## src/rtl/fifo_sync_pkg.sv

```systemverilog
// Shared constants and types for the fifo_sync read-side stream controller.
package fifo_sync_pkg;
  localparam int FIFO_RD_LAT   = 1;
  localparam int OUT_BUF_DEPTH = 2;
  localparam int OCC_WIDTH     = 2;

  typedef logic [OCC_WIDTH-1:0] occ_t;
endpackage

```

## src/rtl/fifo_rd_stream_buf2.sv

```systemverilog
// Two-entry valid/ready output buffer: push at the tail, pop from the head.
module stream_buf2
  import fifo_sync_pkg::*;
#(
  parameter int DATA_WIDTH = 8
) (
  input  logic                  clk_i,
  input  logic                  resetn_i,
  input  logic                  push,
  input  logic [DATA_WIDTH-1:0] push_data,
  input  logic                  pop,
  output occ_t                  occ,
  output logic                  valid,
  output logic [DATA_WIDTH-1:0] head
);

  logic [DATA_WIDTH-1:0] mem_r [OUT_BUF_DEPTH];
  logic                  head_ptr_r;
  occ_t                  occ_r;
  logic                  valid_r;
  occ_t                  occ_next_s;
  logic                  tail_ptr_s;

  // Next occupancy and tail slot; push never arrives while full.
  always_comb begin
    occ_next_s = occ_r;
    if (push && !pop) begin
      occ_next_s = occ_r + 2'd1;
    end else if (!push && pop) begin
      occ_next_s = occ_r - 2'd1;
    end else begin
      occ_next_s = occ_r;
    end
    tail_ptr_s = head_ptr_r ^ occ_r[0];
  end

  // Storage, head pointer, occupancy and registered valid flag.
  always_ff @(posedge clk_i) begin
    if (!resetn_i) begin
      mem_r      <= '{default: '0};
      head_ptr_r <= 1'b0;
      occ_r      <= '0;
      valid_r    <= 1'b0;
    end else begin
      if (push) begin
        mem_r[tail_ptr_s] <= push_data;
      end
      if (pop) begin
        head_ptr_r <= ~head_ptr_r;
      end
      occ_r   <= occ_next_s;
      valid_r <= (occ_next_s != 2'd0);
    end
  end

  assign occ   = occ_r;
  assign valid = valid_r;
  assign head  = mem_r[head_ptr_r];

endmodule

```

## src/rtl/fifo_rd_stream.sv

```systemverilog
// Drains fifo_sync through its registered read port and presents a valid/ready stream.
module fifo_rd_stream
  import fifo_sync_pkg::*;
#(
  parameter int DATA_WIDTH = 8,
  parameter int CNT_WIDTH  = 16
) (
  input  logic                  clk_i,
  input  logic                  resetn_i,
  input  logic                  en_i,
  input  logic                  fifo_empty_i,
  input  logic [DATA_WIDTH-1:0] fifo_data_i,
  output logic                  fifo_r_en_o,
  output logic [DATA_WIDTH-1:0] m_data_o,
  output logic                  m_valid_o,
  input  logic                  m_ready_i,
  output logic [CNT_WIDTH-1:0]  word_cnt_o,
  output logic                  busy_o
);

  occ_t                 occ_s;
  logic                 valid_s;
  logic                 pop_s;
  logic [2:0]           space_s;
  logic                 rd_issue_s;
  logic                 inflight_r;
  logic [CNT_WIDTH-1:0] cnt_r;

  // A read may issue only if its word is guaranteed a buffer slot on arrival.
  always_comb begin
    pop_s      = valid_s & m_ready_i;
    space_s    = 3'(OUT_BUF_DEPTH) - {1'b0, occ_s} - {2'b00, inflight_r} + {2'b00, pop_s};
    rd_issue_s = resetn_i & en_i & ~fifo_empty_i & (space_s >= 3'd1);
  end

  // In-flight read tracking and delivered-word counter.
  always_ff @(posedge clk_i) begin
    if (!resetn_i) begin
      inflight_r <= 1'b0;
      cnt_r      <= '0;
    end else begin
      inflight_r <= rd_issue_s;
      if (pop_s) begin
        cnt_r <= cnt_r + CNT_WIDTH'(1);
      end
    end
  end

  stream_buf2 #(
    .DATA_WIDTH(DATA_WIDTH)
  ) u_buf (
    .clk_i     (clk_i),
    .resetn_i  (resetn_i),
    .push      (inflight_r),
    .push_data (fifo_data_i),
    .pop       (pop_s),
    .occ       (occ_s),
    .valid     (valid_s),
    .head      (m_data_o)
  );

  assign fifo_r_en_o = rd_issue_s;
  assign m_valid_o   = valid_s;
  assign busy_o      = valid_s | inflight_r;
  assign word_cnt_o  = cnt_r;

endmodule

```

## config.mk

```make
export PLATFORM = sky130hd
export DESIGN_NAME = fifo_rd_stream
export DESIGN_NICKNAME = d
export VERILOG_FILES = /design/src/rtl/fifo_sync_pkg.sv /design/src/rtl/fifo_rd_stream_buf2.sv /design/src/rtl/fifo_rd_stream.sv
export SDC_FILE = /design/constraint.sdc
export NUM_CORES = 1
export LEC_CHECK = 0
export CAP_MARGIN = 20
export CORE_MARGIN = 4
export CORE_UTILIZATION = 39
export DETAILED_ROUTE_END_ITERATION = 8
export DONT_BUFFER_PORTS = 1
export PLACE_DENSITY_LB_ADDON = 0.2
export SLEW_MARGIN = 10
export SYNTH_ARGS = -nofsm -noshare
export SYNTH_HDL_FRONTEND = slang
export SYNTH_SLANG_ARGS = --single-unit
```

## constraint.sdc

```tcl
create_clock -name clk_i -period 2.2 [get_ports clk_i]
set_input_delay 0.22 -clock clk_i [delete_from_list [all_inputs] [get_ports clk_i]]
set_output_delay 0.22 -clock clk_i [all_outputs]
set_load 0.005 [all_outputs]
```

After elaboration in Yosys (flattened, before gate mapping)
Cells that the tools add are included.
- divide/modulo/power cells: 0
- reduce and logical (&&, ||, !) cells: 6
- $mul: 0
- add/sub/neg operators: 6
- $lt $le $gt $ge: 4
- mux-type cells: 8
- shift operators: 0
- eq/ne operators: 0
- bitwise logic cells: 10
- operators by type and width (kind ; number):
    $mux W8 ; 4
    $add A16 B1 Y16 const B ; 1
    $bwmux W16 ; 1
    $demux W8 S1 ; 1
    $and A1 B1 Y1 ; 4
    $ge A2 B2 Y1 const B ; 2
    $mux W2 ; 2
    $not A1 Y2 ; 2
    $add A3 B1 Y3 ; 1
    $ge A3 B1 Y1 const B ; 1
    $logic_and A1 B1 Y1 ; 3
    $sub A2 B2 Y3 const A ; 1
    $sub A3 B1 Y3 ; 1
    $add A2 B1 Y2 const B ; 1
    $logic_not A1 Y1 ; 2
    $lt A2 B1 Y1 const B ; 1
    $not A1 Y1 ; 2
    $reduce_bool A2 Y1 ; 1
    $sub A2 B1 Y2 const B ; 1
    $or A1 B1 Y1 ; 1
    $xor A1 B1 Y1 ; 1
- register bits: 37
- bits in latches: 0
- output and inout bits: 27
- ROM bits: 0
- memories kept: 0
- bits in writable memories: 0

Depth between registers and ports, before layout
Gate-level depths: netlist (run 1).
- word-level depth: 7
- mapped depth: 7
- gate-level depth less buffers: 6

Hierarchy
A second synthesis (run 1) with hierarchy kept.
- cell total of the unflattened synthesis: 187
- area total of the unflattened synthesis: 1788.0 µm²
- by module, submodules not included (module ; times used ; cells each ; area an instance (µm²)):
    stream_buf2 ; 1 ; 93 ; 942.2
    fifo_rd_stream ; 1 ; 94 ; 845.8

Least setup slack after synthesis (run 1)
OpenSTA, ideal clock, no wires.
- path kind: reg-to-output
- start point: reg u_buf.valid_r, in the netlist u_buf.valid
- end point: out fifo_r_en_o
- arrival: 1.766 ns
- required time: 1.980 ns
- cell stages (with the launch flop): 8
- path slack: 0.214 ns
- path buffers: 1
- path through: dfxtp_1 -> and2_1 -> clkbuf_1 -> inv_1 -> fa_1 -> ha_1 -> o21ai_0 -> and4b_1
- cells in the longest elaborated chain, start to end: 4
- ends and longest elaborated chain (element ; line ; RTL):
    start: declaration ; fifo_rd_stream_buf2.sv:20 ; logic valid_r;
    start signal: assignment ; fifo_rd_stream_buf2.sv:52 ; valid_r <= (occ_next_s != 2'd0);
    $and A1 B1 Y1 ; fifo_rd_stream.sv:31 ; pop_s = valid_s & m_ready_i;
    $add A3 B1 Y3 ; fifo_rd_stream.sv:32 ; space_s = 3'(OUT_BUF_DEPTH) - {1'b0, occ_s} - {2'b00, inflight_r} + {2'b00, pop_s};
    $ge A3 B1 Y1 ; fifo_rd_stream.sv:33 ; rd_issue_s = resetn_i & en_i & ~fifo_empty_i & (space_s >= 3'd1);
    $and A1 B1 Y1 ; fifo_rd_stream.sv:33 ;
    end: declaration ; fifo_rd_stream.sv:13 ; output logic fifo_r_en_o,
No other way between the ends.

Worst setup path in the final report (run 1)
Ends and elaborated chain as after synthesis.

==> results of run 1 <==
[per-stage QoR]
stage               hold slack (ns)  cell area, um2  worst slack (ns)  std cells
floorplan                     0.363            1630             0.214        169
global placement              0.369            1690             0.373        216
detailed placement            0.375            1690             0.310        216
CTS                          0.0672            1790            0.0658        224
global route                 0.0667            1800            0.0341        224
finish                       0.0749            1800             0.132        224
[cell type report]
class	instances	area, um2	area share
Clock buffer	7	96.3	0.0536
Clock inverter	1	5.00	0.00279
Inverter	5	18.8	0.0104
Multi-Input combinational cell	120	840	0.467
Sequential cell	37	744	0.414
Tap cell	50	62.6	0.0348
Timing Repair Buffer	4	30.0	0.0167
[synth_stat cells, types with 2 or more instances]
cell	number
a21oi_1	6
and4_1	2
and4b_1	2
buf_2	2
clkbuf_1	4
dfxtp_1	37
ha_1	2
inv_1	4
mux2_2	8
mux2i_1	17
nand2_1	12
nand2b_1	2
nand3_1	3
nand4_1	4
nor2_1	28
nor4_1	2
o31ai_1	3
or2_2	2
or4_1	3
xnor2_1	7
xor2_1	5
[power by group]
part	internal (W)	total (W)	switching [W]
clock network	0.000283	0.000516	0.000233
logic	0.000134	0.000262	0.000128
registers	0.000728	0.000779	0.0000517
[worst max path at each step]
stage                       end  cells after the start
detailed placement  fifo_r_en_o                      6
global route        fifo_r_en_o                      6
floorplan           fifo_r_en_o                      7
global placement    fifo_r_en_o                      6
finish              fifo_r_en_o                      6
CTS                 fifo_r_en_o                      6
[layer usage]
layer / vias up / GRT usage / part of all wire
met1: 569 / 0.172 / 0.43
met4: 0 / 0.0451 / 0.015
met3: 6 / 0.0702 / 0.084
li1: 590 / - / -
met5: - / 0 / 0
met2: 32 / 0.212 / 0.47
[sequential cells by signal, summed over array words and instances, names as in the netlist]
| signal | cells |
|---|---|
| u_buf.mem_r | 16 |
| word_cnt_o | 16 |
| u_buf.occ | 2 |
| inflight_r | 1 |
| u_buf.head_ptr_r | 1 |
| u_buf.valid | 1 |
[critical path, cell delays in order (launching register included)]
cell and delay (ns):
dfxtp_4 0.38, and2_4 0.15, inv_1 0.05, fa_1 0.40, ha_1 0.27, o21ai_1 0.09, and4b_1 0.23
[logic make-up (layout without fill, tap and decap cells)]
family | count (synthesis) | after routing
simple gates | 67 | 67
flops | 37 | 37
mux | 25 | 25
compound gates | 13 | 13
xor+xnor | 12 | 12
buf+inv | 12 | 17
fa+ha+maj | 3 | 3
[repair_timing]
| item | 4_1_cts | 5_1_grt |
|---|---|---|
| cloned | 0 | 0 |
| buffers inserted | 0 | 0 |
| resized for setup | 1 | 3 |
| pin swaps | 0 | 1 |
| setup endpoints to repair | 1 | 1 |
==> run metrics, run 1 <==
fin. max-slew vios 0; WL final ~3300 um; Placer Congestion about 0.76; TNS Setup 0 ns; First-pass DRT Iterations 4; most frequent cells in the layout dfxtp_1 (36), nor2_1 (28), mux2i_1 (17); syn_area_per_cell roughly 9.6 um2; CP Capture Type primary output; WL/cell about 15 um; EDFF count, synth 0; largest family of logic cells by synthesized area simple AND/OR/NAND/NOR gates; largest net degree at the start of global routing 21; Cells after Synth around 170; vias per std cell between 5 and 6; Post-Synth Adder-Cell Area 0.0277; Final Core Density 0.446; max cap viols 0; crit path max fanout 7; Synth Area in Simple Gates 0.212; RSZ-0062 raised after global routing false; CTS tree done; diode count 0; Post-CTS Hold Buffers 0; Initial Utilization 0.404; Synth Area in Compound Gates 0.0500; Crit Path Category reg -> out; H-tree depth 2; Final Hold Viols 0; post-synthesis sequential area ratio 0.455; Ys Warns 0; R2R Path Start word_cnt_o[3]$_SDFFE_PN0P_; total CTS buffers 5; post-synthesis xor/xnor area fraction 0.0646; top post-synthesis cells by area dfxtp_1 (46%), mux2i_1 (10%), nor2_1 (6.5%), mux2_2 (5.5%), xnor2_1 (3.8%); Slew @ Worst Pin ~0.53 ns; most common cell after layout, fill and taps aside dfxtp_1; PwrDens 867 nW/um2; Die Height 72.6 um; Main synth FF type dfxtp_1; Worst setup startpoint u_buf.valid$_SDFF_PN0_; worst hold endpoint word_cnt_o[14]$_SDFFE_PN0P_; Synth top area share 0.455; DR DRC count 0; gr usage total 0.140; arrival time worst endpoint between 1.5 and 2 ns; synthesized net count around 190; worst hold start resetn_i; hold crit path type in -> reg; crit path time final approximately 2.1 ns; Clock Tree Root clkbuf_8; post-synthesis mux area share 0.160; Worst R2R Path Depth 4; synthesis-stage register bit count 37; # fillers 400; ys async rst share 0; Netlist cell types 35; FF-to-FF setup slack about 0.44 ns; # rows 23; leakage ~0.76 nW; grt total ovfl 0; clk_lat worst skew roughly 0.28 ns; IO Port Bufs 0; number of global-route vias before repair about 1.2k; Fmax a little under 500 MHz; clock buffer depth 2; largest area contributor in the netlist dfxtp_1; Final setup violation count 0; fraction of layout cells with a size suffix above 1 0.155; die width between 70 and 80 um; hold depth 2; CP Data Required Time about 2.0 ns; nets@finish about 190; Die Footprint about 5300 um2; DR vias 1197; CORE AREA 4030 um2; Worst-path clk slew roughly 0.07 ns; Post-Route Skew a little under 0.005 ns; CP startpoint kind register; DR iter-0 viols 38; first-pass GRT wire length 5750 um; Antenna Nets Post-Route 0; initial antenna violation count 0; # IOs 40; Netlist Area Pre-Place 1630 um2; Slew HR 0.644; Tcrit/Tclk final 0.940; Total Power about 0.0016 W; HPWL after detailed placement about 2500 um; clk sink count 37; outcome completed; Worst VDD drop roughly 360 uV; area delta synth->final 10.5%; reg-to-reg endpoint word_cnt_o[13]$_SDFFE_PN0P_
Power figures use the tool's default switching activity.
==> run 2, diff against run 1 <==
--- a/config.mk
+++ b/config.mk
@@ -10,6 +10,7 @@
 export CORE_UTILIZATION = 39
 export DETAILED_ROUTE_END_ITERATION = 8
 export DONT_BUFFER_PORTS = 1
+export GPL_TIMING_DRIVEN = 0
 export PLACE_DENSITY_LB_ADDON = 0.2
 export SLEW_MARGIN = 10
 export SYNTH_ARGS = -nofsm -noshare
==> run metrics, run 2 (same netlist as run 1, synthesis figures left out) <==
CORE AREA 4030 um2 (unchanged); Final setup violation count 0 (unchanged); hold crit path type in -> reg (unchanged); Final Hold Viols 0 (unchanged); nets@finish 193 (was 189); diode count 0 (unchanged); worst hold start resetn_i (unchanged); fin. max-slew vios 0 (unchanged); Post-CTS Hold Buffers 0 (unchanged); hold depth 2 (unchanged); placed cell count 219 (was 216); Antenna Nets Post-Route 0 (unchanged); Worst R2R Path Depth 5 (was 4); initial antenna violation count 0 (unchanged); arrival time worst endpoint 1.85 ns (about the same); most frequent cells in the layout dfxtp_1 (36), nor2_1 (28), mux2i_1 (17) (unchanged); Worst-path clk slew 0.08 ns (was 0.07 ns); worst hold endpoint word_cnt_o[15]$_SDFFE_PN0P_ (was word_cnt_o[14]$_SDFFE_PN0P_); Clock Tree Root clkbuf_8 (unchanged); CP Data Required Time 1.98 ns (about the same); critical-path cell list and2_4 -> inv_1 -> fa_2 -> ha_1 -> o21ai_1 -> and4b_1 (was and2_4 -> inv_1 -> fa_1 -> ha_1 -> o21ai_1 -> and4b_1); leakage 0.751 nW (was 0.756 nW); # IOs 40 (unchanged); crit path time final 2.07 ns (about the same); Die Height 72.6 um (unchanged); Crit-path slowest cell dfxtp_4 (was fa_1); total CTS buffers 5 (unchanged); most common cell after layout, fill and taps aside dfxtp_1 (unchanged); clk sink count 37 (unchanged); first-pass GRT wire length 5740 um (was 5750 um); die width 72.6 um (unchanged); Die Footprint 5270 um2 (unchanged); IO Port Bufs 0 (unchanged); # rows 23 (unchanged); Initial Utilization 0.404 (unchanged); outcome completed (unchanged); Post-Route Skew 0.00855 ns (was 0.00488 ns); vias per std cell 5.29 (was 5.34); Tcrit/Tclk final 0.941 (was 0.940); R2R Path Start word_cnt_o[3]$_SDFFE_PN0P_ (unchanged); Fmax 483 MHz (about the same); DR iter-0 viols 48 (was 38); H-tree depth 2 (unchanged); WL final 3400 um (was 3290 um); Crit Path Category reg -> out (unchanged); clock buffer depth 2 (unchanged); CP startpoint kind register (unchanged); First-pass DRT Iterations 4 (unchanged); DR vias 1206 (was 1197); number of global-route vias before repair 1211 (was 1232); CP Capture Type primary output (unchanged); crit path max fanout 7 (unchanged); Placer Congestion 0.758 (was 0.763); largest net degree at the start of global routing 12 (was 21); max cap viols 0 (unchanged); slowest stage delay, CP 0.39 ns (was 0.40 ns); DR DRC count 0 (unchanged); FF-to-FF setup slack 0.39 ns (was 0.44 ns); clk_lat worst skew 0.28 ns (about the same); CTS tree done (unchanged); PwrDens 839 nW/um2 (was 867 nW/um2); Total Power 0.00150 W (was 0.00156 W); RSZ-0062 raised after global routing false (unchanged); Worst VDD drop 405 uV (was 365 uV); gr usage total 0.140 (about the same); Slew HR 0.671 (was 0.644); area delta synth->final 10.2% (was 10.5%); Slew @ Worst Pin 0.494 ns (was 0.534 ns); reg-to-reg endpoint word_cnt_o[13]$_SDFFE_PN0P_ (unchanged); WL/cell 14.9 um (was 14.7 um); post-route insts no fill 228 (was 224); fraction of layout cells with a size suffix above 1 0.157 (was 0.155); grt total ovfl 0 (unchanged); HPWL after detailed placement 2490 um (was 2450 um)
==> run 2: per-stage QoR <==
step	util	TNS [ns]	cell area [um2]	hold slack, ns	worst slack (ns)
floorplan	-	0	1630	0.363	0.214
finish	0.445	0	1790	0.0791	0.129
detailed placement	0.419	-0.0235	1690	0.374	-0.0235
CTS	0.440	0	1770	0.0703	0.0201
global route	0.445	0	1790	0.0692	0.0290
global placement	0.419	0	1690	0.369	0.0106
==> run 2: what timing repair did <==
| item | CTS | global route |
|---|---|---|
| setup endpoints to repair | 1 | 1 |
| pin swaps | 0 | 2 |
| gates resized for setup | 4 | 2 |
| buffers inserted | 0 | 2 |
==> run 2: critical path: cells and delay by family (launching register included) <==
kind	cells	cell delay [ns]
and+or+nand+nor	2	0.39
buffers and inverters	1	0.07
adders and majority gates	2	0.62
AOI/OAI and AO/OA	1	0.08
DFF	1	0.39
==> run 2: worst max path at each step <==
stage | slack (ns) | startpoint | end | cells past startpoint
CTS | 0.02 | u_buf.valid$_SDFF_PN0_ | fifo_r_en_o | 6
floorplan | 0.21 | u_buf.valid$_SDFF_PN0_ | fifo_r_en_o | 7
finish | 0.13 | u_buf.valid$_SDFF_PN0_ | fifo_r_en_o | 6
global route | 0.03 | u_buf.valid$_SDFF_PN0_ | fifo_r_en_o | 6
detailed placement | -0.02 | u_buf.valid$_SDFF_PN0_ | fifo_r_en_o | 7
global placement | 0.01 | u_buf.valid$_SDFF_PN0_ | fifo_r_en_o | 7
==> run 2: cell type report <==
cell class                 count  area, um2
buffer                         6       26.3
sequential                    37        744
inverter                       5       18.8
tap                           50       62.6
clock inverter                 2       10.0
fill                         399       2240
timing repair buffer           2       15.0
clock buffer                   6       72.6
multi-input combinational    120        842
==> run 2: per-layer routing <==
metal | wire [um] | global-route usage | share of wire
met5 | 0 | 0 | 0
met4 | 39 | 0.0430 | 0.011
met3 | 270 | 0.0620 | 0.079
met2 | 1510 | 0.215 | 0.44
met1 | 1580 | 0.178 | 0.46
==> run 2: power breakdown <==
group	internal, W	switching (W)	leakage [nW]
Clock	0.000219	0.000230	0.0450
Sequential	0.000728	0.0000530	0.300
Combinational	0.000141	0.000133	0.406
==> run 3, diff against run 2 <==
--- a/config.mk
+++ b/config.mk
@@ -11,7 +11,6 @@
 export DETAILED_ROUTE_END_ITERATION = 8
 export DONT_BUFFER_PORTS = 1
 export GPL_TIMING_DRIVEN = 0
-export PLACE_DENSITY_LB_ADDON = 0.2
 export SLEW_MARGIN = 10
 export SYNTH_ARGS = -nofsm -noshare
 export SYNTH_HDL_FRONTEND = slang
==> run metrics, run 3 (same netlist as run 1, synthesis figures left out) <==
TNS Setup 0 ns (unchanged); # IOs 40 (unchanged); Tcrit/Tclk final 0.949 (was 0.941); crit path max fanout 7 (unchanged); grt total ovfl 0 (unchanged); most frequent cells in the layout dfxtp_1 (36), nor2_1 (28), mux2i_1 (17) (unchanged); Placer Congestion 0.757 (was 0.758); initial antenna violation count 0 (unchanged); Post-CTS Hold Buffers 0 (unchanged); clk_lat worst skew 0.28 ns (about the same); Worst-path clk slew 0.07 ns (was 0.08 ns); area delta synth->final 13.4% (was 10.2%); Final Core Density 0.458 (was 0.445); PwrDens 943 nW/um2 (was 839 nW/um2); nets@finish 193 (unchanged); first-pass GRT wire length 5680 um (was 5740 um); vias per std cell 5.25 (was 5.29); placed cell area 1690 um2 (unchanged); die width 72.6 um (unchanged); number of global-route vias before repair 1281 (was 1211); Crit Path Category reg -> out (unchanged); hold crit path type in -> reg (unchanged); IO Port Bufs 0 (unchanged); H-tree depth 2 (unchanged); Worst VDD drop 488 uV (was 405 uV); Clock Tree Root clkbuf_8 (unchanged); fraction of layout cells with a size suffix above 1 0.163 (was 0.157); total CTS buffers 5 (unchanged); outcome completed (unchanged); fin. max-slew vios 0 (unchanged); CORE AREA 4030 um2 (unchanged); Setup WS post-layout 0.113 ns (was 0.129 ns); RSZ-0062 raised after global routing false (unchanged); HPWL after detailed placement 2600 um (was 2490 um); DR vias 1198 (was 1206); DR iter-0 viols 77 (was 48); diode count 0 (unchanged); post-place setup slack -0.0160 ns (was -0.0235 ns); CP Data Required Time 1.98 ns (about the same); max cap viols 0 (unchanged); Die Footprint 5270 um2 (unchanged); cell area after layout 1840 um2 (was 1790 um2); most common cell after layout, fill and taps aside dfxtp_1 (unchanged); # rows 23 (unchanged); Antenna Nets Post-Route 0 (unchanged); Final setup violation count 0 (unchanged); clk sink count 37 (unchanged); gr usage total 0.138 (was 0.140); CP startpoint kind register (unchanged); Slew @ Worst Pin 0.510 ns (was 0.494 ns); largest net degree at the start of global routing 13 (was 12); arrival time worst endpoint 1.87 ns (was 1.85 ns); clock buffer depth 2 (unchanged); CP Capture Type primary output (unchanged); Hold Slack 0.0821 ns (was 0.0791 ns); CTS tree done (unchanged); leakage 0.775 nW (was 0.751 nW); Fmax 479 MHz (was 483 MHz); Die Height 72.6 um (unchanged); crit path time final 2.09 ns (was 2.07 ns); Post-Route Skew 0.00322 ns (was 0.00855 ns); WL final 3450 um (was 3400 um); WL/cell 15.1 um (was 14.9 um); Final Hold Viols 0 (unchanged); Initial Utilization 0.404 (unchanged); First-pass DRT Iterations 4 (unchanged); DR DRC count 0 (unchanged); Slew HR 0.660 (was 0.671)
[run 3: changes by cell type in the layout (fill, tap and decap cells not counted)]
cell / change
fa_1: +1
clkbuf_1: -1
bufinv_16: +2
o21ai_2: +1
clkinv_2: -1
fa_2: -1
o21ai_1: -1
[run 3: final timing paths]
path	startpoint	endpoint	slack, ns	cells past startpoint
worst max register to register	word_cnt_o[3]$_SDFFE_PN0P_	word_cnt_o[13]$_SDFFE_PN0P_	0.43	5
worst min-delay path	fifo_data_i[0]	u_buf.mem_r[0]$_SDFFE_PN0P_	0.08	2
worst min register to register	u_buf.mem_r[11]$_SDFFE_PN0P_	u_buf.mem_r[11]$_SDFFE_PN0P_	0.50	2
worst max-delay path	u_buf.valid$_SDFF_PN0_	fifo_r_en_o	0.11	6
[run 3: worst max-delay path: stages (launching register included)]
cell	delay, ns
dfxtp_4	0.38
and2_4	0.17
inv_1	0.06
fa_1	0.38
ha_1	0.29
o21ai_2	0.06
and4b_1	0.22
[run 3: metrics by stage]
step / instances / total power [W]
2_1_floorplan: 169 / 0.000985
3_3_place_gp: 219 / 0.00103
3_5_place_dp: 219 / 0.00104
4_1_cts: 226 / 0.00173
5_1_grt: 228 / 0.00183
6_report: 228 / 0.00174
[run 3: final cells by class]
cell class / count / area (um2)
inverter: 5 / 18.8
timing repair buffer: 2 / 15.0
multi-input combinational: 120 / 843
sequential: 37 / 744
clock buffer: 5 / 68.8
tap: 50 / 62.6
buffer: 6 / 26.3
clock inverter: 3 / 65.1
fill: 393 / 2180
[run 3: power breakdown]
| part | switching [W] | internal, W | leakage, nW |
|---|---|---|---|
| Clock | 0.000231 | 0.000450 | 0.0681 |
| Combinational | 0.000136 | 0.000142 | 0.407 |
| Sequential | 0.0000525 | 0.000728 | 0.300 |
| Total | 0.000420 | 0.00132 | 0.775 |
[run 3: what timing repair did]
| item | 4_1_cts | 5_1_grt |
|---|---|---|
| pin swaps | 0 | 2 |
| buffers inserted | 0 | 2 |
| gates resized for setup | 3 | 3 |
| endpoints found under the setup margin | 1 | 1 |
[run 3: layer usage]
| metal | GRT usage | up-vias | share of wire |
|---|---|---|---|
| met3 | 0.0523 | 4 | 0.075 |
| met2 | 0.232 | 29 | 0.49 |
| met1 | 0.151 | 566 | 0.42 |
| li1 | - | 599 | - |
| met5 | 0 | - | 0 |
| met4 | 0.0717 | 0 | 0.012 |
